<file path="config.mk">
export PLATFORM = sky130hd
export DESIGN_NAME = jtkunio_colmix
export DESIGN_NICKNAME = d
export VERILOG_FILES = /design/src/rtl/jtkunio_colmix.sv
export SDC_FILE = /design/constraint.sdc
export NUM_CORES = 2
export LEC_CHECK = 0
export CORE_MARGIN = 4
export CORE_UTILIZATION = 40
export DETAILED_ROUTE_END_ITERATION = 10
export GPL_TIMING_DRIVEN = 0
export PLACE_DENSITY = 0.53
export SETUP_SLACK_MARGIN = 0.02
export SKIP_LAST_GASP = 1
export SYNTH_ARGS = -nofsm -noshare
export SYNTH_HDL_FRONTEND = slang
export SYNTH_SLANG_ARGS = --single-unit
</file>
<file path="constraint.sdc">
create_clock -name clk -period 3.75 [get_ports clk]
set_clock_uncertainty 0.15 [all_clocks]
set_input_delay 0.375 -clock clk [delete_from_list [all_inputs] [get_ports clk]]
set_output_delay 0.375 -clock clk [all_outputs]
set_load 0.02 [all_outputs]
</file>
<file path="src/rtl/jtkunio_colmix.sv">
// Final colour mixer: layer priority, 256x12 CPU-writable palette, gated 4-4-4 RGB
// output, with the blanking inputs delayed to line up with the colour pipeline.
module jtkunio_colmix #(
  parameter int unsigned BLANK_DLY = 2
) (
  input  logic       clk,
  input  logic       rst_n,
  input  logic       pxl_cen,
  input  logic       LHBL,
  input  logic       LVBL,
  input  logic [5:0] scr_pxl,
  input  logic [5:0] char_pxl,
  input  logic [6:0] obj_pxl,
  input  logic [8:0] cpu_addr,
  input  logic       pal_cs,
  input  logic       cpu_wrn,
  input  logic [7:0] cpu_dout,
  output logic [7:0] cpu_din,
  input  logic [2:0] gfx_en,
  output logic [3:0] red,
  output logic [3:0] green,
  output logic [3:0] blue,
  output logic       LHBL_dly,
  output logic       LVBL_dly
);

  logic [11:0]          pal_mem [0:255];
  logic [11:0]          vid_q;
  logic [7:0]           idx_q, idx_d;
  logic                 none_q, none_d;
  logic                 rd_q, rd_d;
  logic [BLANK_DLY-1:0] hbl_q, hbl_d, vbl_q, vbl_d;
  logic [11:0]          rgb_q, rgb_d;
  logic [7:0]           cpu_din_q, cpu_din_d;
  logic                 char_on, obj_on, scr_on, blank_ok;
  logic [11:0]          cpu_word;

  always_comb begin
    char_on  = gfx_en[0] && (char_pxl[1:0] != 2'd0);
    obj_on   = gfx_en[2] && (obj_pxl[2:0] != 3'd0);
    scr_on   = gfx_en[1];
    idx_d    = idx_q;
    none_d   = none_q;
    hbl_d    = hbl_q;
    vbl_d    = vbl_q;
    rgb_d    = rgb_q;
    rd_d     = pxl_cen;
    blank_ok = 1'b0;
    if (pxl_cen) begin
      none_d = 1'b0;
      if (char_on)     idx_d = {2'b00, char_pxl};
      else if (obj_on) idx_d = {1'b1, obj_pxl};
      else if (scr_on) idx_d = {2'b01, scr_pxl};
      else begin
        idx_d  = '0;
        none_d = 1'b1;
      end
      hbl_d[0] = LHBL;
      vbl_d[0] = LVBL;
      for (int unsigned i = 1; i < BLANK_DLY; i++) begin
        hbl_d[i] = hbl_q[i-1];
        vbl_d[i] = vbl_q[i-1];
      end
      // Gate with the blank value that becomes visible on this same edge
      blank_ok = hbl_d[BLANK_DLY-1] & vbl_d[BLANK_DLY-1];
      rgb_d    = (none_q || !blank_ok) ? '0 : vid_q;
    end
  end

  always_comb begin
    cpu_word  = pal_mem[cpu_addr[7:0]];
    cpu_din_d = cpu_addr[8] ? {4'h0, cpu_word[3:0]} : cpu_word[11:4];
  end

  always_ff @(posedge clk or negedge rst_n) begin
    if (!rst_n) begin
      idx_q     <= '0;
      none_q    <= 1'b0;
      rd_q      <= 1'b0;
      hbl_q     <= '0;
      vbl_q     <= '0;
      rgb_q     <= '0;
      cpu_din_q <= '0;
    end else begin
      idx_q     <= idx_d;
      none_q    <= none_d;
      rd_q      <= rd_d;
      hbl_q     <= hbl_d;
      vbl_q     <= vbl_d;
      rgb_q     <= rgb_d;
      cpu_din_q <= cpu_din_d;
    end
  end

  // Video port reads once, one clk after the index is latched; a write on that
  // same edge is seen by the following pixel only.
  always_ff @(posedge clk) begin
    if (pal_cs && !cpu_wrn) begin
      if (cpu_addr[8]) pal_mem[cpu_addr[7:0]][3:0]  <= cpu_dout[3:0];
      else             pal_mem[cpu_addr[7:0]][11:4] <= cpu_dout;
    end
    if (rd_q) vid_q <= pal_mem[idx_q];
  end

  assign red      = rgb_q[11:8];
  assign green    = rgb_q[7:4];
  assign blue     = rgb_q[3:0];
  assign LHBL_dly = hbl_q[BLANK_DLY-1];
  assign LVBL_dly = vbl_q[BLANK_DLY-1];
  assign cpu_din  = cpu_din_q;

endmodule
</file>
==> flow_summary.toml <==
[synthesis]
synth.avg_cell_area_um2 = 20.22
yosys.area.top_type = "edfxtp_1"
synth_nets = 7251
synth.distinct_cells = 65
synth_cells = 7205
async_reset_ff_share_pct = 1.090
synth_top_flop_cell = "edfxtp_1"
yosysSeqAreaShare_pct = 64.14
yosys_warnings = 0
yosysTopAreaCellShare_pct = 63.56
synthTopCellsByArea = "edfxtp_1 (64%), mux4_2 (26%), mux2i_1 (2.1%), nor2_1 (1.5%), buf_2 (0.77%)"
netlist_area_um2 = 145700
ys_ff_latch = 3118
synth-edff-count = 3084

[global_routing]
met1_usage_pct = 53.79
overflow = 0
track_usage_pct = 45.93
grt_max_degree = 141
antenna_found_initial = 149
gr-max-usage-layer = "met2"
grt_pass1_vias = 90931
grtUsageMet2_pct = 59.78
grt_first_pass_wirelength_um = 1067000
grt_util_met3_pct = 26.25

[timing]
slew_headroom_pct = 0.4220
max_freq_mhz = 226.8
rsz0062_at_grt = "yes"
fin_crit_sh_pct = 117.6
setup_ws_ns = -0.6592
setup_viol = 2054
hold_viol = 0
tns_ns = -245.12
worstMarginPinSlew_ns = 1.494
fin_crit_ns = 4.409
finalMaxSlewViolations = 0

[die]
fp.dieW_um = 611.5
die_h_um = 611.5
core_area_um2 = 362500
initial_core_util_pct = 40.19
die_area_um2 = 374000
row_count = 221
io_pins = 68

[worst_hold_path]
holdPathEnd = "pal_mem[160][3]$_DFFE_PP_"
hold_path_class = "primary input to flip-flop"
min_path_cells = 2
worstHoldStart = "cpu_dout[3]"

[critical_path]
crit_family = "buffers and inverters"
cp_num_buf_inv = 6
worstPathMaxFanout = 13
cp-end-kind = "flip-flop"
cp_common_cell = "buf_4"
arrival_ns = 4.99
cpPeakStageDelay_ns = 0.60
reg2reg_depth = 7
worstReg2RegEnd = "vid_q[7]$_DFFE_PP_"
r2r_slack_ns = -0.57
slowest_stage = "a22oi_1"
crit_type = "primary input to flip-flop"
cp.required_ns = 4.34
worstPathCellList = "buf_4, buf_4, buf_6, buf_8, buf_4, buf_12, mux4_2, a22oi_1, nand2_1, nor3_1, a21oi_2"
cp-start-kind = "primary input"
r2r_start = "idx_q[7]$_DFFE_PN0P_"

[route]
wl_per_cell_um = 66.74
drt_drc_violations_left = 0
drtPass1Iterations = 9
antenna_left = 0
drt_iter0_drc = 22515
viasPerCell = 7.822
num_vias = 102263
routed_wl_um = 872500

[final_layout]
drive_gt1_share_pct = 43.97
synthToLayoutAreaGrowth_pct = 19.92
layout_common_cells = "edfxtp_1 (3084), mux4_2 (1711), clkbuf_16 (366)"
fillCellCount = 29670
design_area_um2 = 174700
layout_commonest_cell = "edfxtp_1"
multiInputGateArea_um2 = 52520
seq_area_um2 = 93470
fin_util_pct = 48.20
fin_nets = 7895

[place]
io_buffers = 64
placed_area_um2 = 155500
dp_hpwl_um = 612700
place_ws_ns = -4.373
place_congestion = 1.101

[clocking]
cts_tree = "built"
clock_path_buffers = 4
htree_levels = 5
cts_buffers = 352
cts.sinks = 3118
root_buffer = "clkbuf_16"
clk_latency_ns = 1.02
clk_pin_slew_ns = 0.06

[power]
p_leak_uw = 0.05410
irDropWorstVdd_mv = 0.3951
power_density_nw_per_um2 = 525.8
total_power_uw = 91880

[status]
violations = "max-capacitance violations, negative setup slack"
status = "finished with violations"

[flow_run]
drv_cap = 1
==> worst reg2reg max path, stage by stage, from the launching register on <==
cell and delay (ns):
dfrtp_1 0.78, inv_1 0.56, clkbuf_2 0.55, nor4_2 0.42
buf_4 0.32, nor2_2 0.09, o211ai_1 0.92, nor3_2 0.19
==> cell usage after synthesis (3+ instances only) <==
cell type,number
buf_4,58
edfxtp_1,3084
or4_1,3
nor2_1,579
a21oi_1,76
and2_1,5
nand2_1,160
a311o_1,3
buf_1,53
a22oi_1,87
o221ai_1,3
a221oi_1,6
nor4_1,31
nand3_1,31
o22ai_1,98
o21ai_0,77
nor4bb_1,4
a32oi_1,3
o211ai_1,20
a31oi_1,4
buf_2,225
o32ai_1,30
mux4_2,1711
a22o_1,10
o31ai_1,3
clkbuf_1,253
nand2b_1,11
and4b_1,4
and3_1,9
inv_1,17
a41oi_1,3
o2111ai_1,4
buf_6,19
nor2b_1,14
mux2i_1,312
mux2_2,61
a211oi_1,4
dfrtp_1,34
nor3_1,54
nand4_1,11
==> routing by layer <==
| metal | share of wire (%) | up-vias | wire [um] |
|---|---|---|---|
| met2 | 40 | 11532 | 348100 |
| met1 | 33 | 55044 | 283800 |
| met5 | 0.21 | - | 1874 |
| li1 | - | 32751 | - |
| met3 | 17 | 2840 | 149900 |
| met4 | 10 | 96 | 88780 |
==> sequential cells by signal, summed over array words and instances, names as in the netlist <==
| register | cells |
|---|---|
| pal_mem | 3072 |
| rgb_q | 12 |
| vid_q | 12 |
| cpu_din | 8 |
| idx_q | 8 |
| hbl_q | 2 |
| vbl_q | 2 |
| none_q | 1 |
| rd_q | 1 |
==> power by group <==
part           switching, uW  leakage (uW)  internal, uW  total, uW
Combinational          11700        0.0203          5400      17100
Clock                  15500       0.00568         20800      36300
Sequential              98.3        0.0281         38400      38500
==> logic make-up (layout without fill, tap and decap cells) <==
kind of cell           after synthesis  after routing  share of synthesized area (%)
multiplexers                      2084           2084                          29.06
AO/OA/AOI/OAI                      448            448                          2.042
AND/OR/NAND/NOR                    925            925                          2.661
buffers and inverters              630           1557                          2.090
flip-flops                        3118           3118                          64.14
other                                0            147                              0
==> worst max path at each step <==
stage,from,end,slack [ns],cells after the start
2_1_floorplan,cpu_addr[1],pal_mem[102][10]$_DFFE_PP_,0.62,10
3_3_place_gp,cpu_dout[3],pal_mem[72][7]$_DFFE_PP_,-14.32,1
3_5_place_dp,cpu_addr[1],pal_mem[190][11]$_DFFE_PP_,-4.37,11
4_1_cts,idx_q[0]$_DFFE_PN0P_,vid_q[9]$_DFFE_PP_,-0.26,13
5_1_grt,idx_q[0]$_DFFE_PN0P_,vid_q[5]$_DFFE_PP_,-0.30,12
6_report,cpu_addr[3],cpu_din[6]$_DFF_PN0_,-0.66,11
==> through the flow <==
| step | hold WS, ns | std cells |
|---|---|---|
| 5_1_grt | 0.06950 | 12966 |
| 4_1_cts | 0.03118 | 12885 |
| 6_report | 0.06109 | 13073 |
| 3_5_place_dp | 0.1518 | 12198 |
| 3_3_place_gp | 0.3024 | 12063 |
| 2_1_floorplan | -0.07059 | 7205 |
==> area by class of cell <==
type	instances	share of cell area (%)
clock inverters	218	1.345
multi-input cells	3457	30.06
clock buffers	419	5.347
plain buffers	602	3.486
diodes	147	0.2105
flip-flops and latches	3118	53.49
repair buffers	299	2.582
inverters	19	0.04511
well taps	4794	3.433
==> repair_timing <==
action / CTS / global route
cloned: 4 / 3
setup endpoints to repair: 3095 / 1374
gates resized for setup: 1312 / 499
pin swaps: 34 / 39
hold endpoints to repair: 905 / 0
hold buffers: 13 / 0
buffers inserted: 39 / 44
Note: power is estimated with default switching activity, not from simulation.
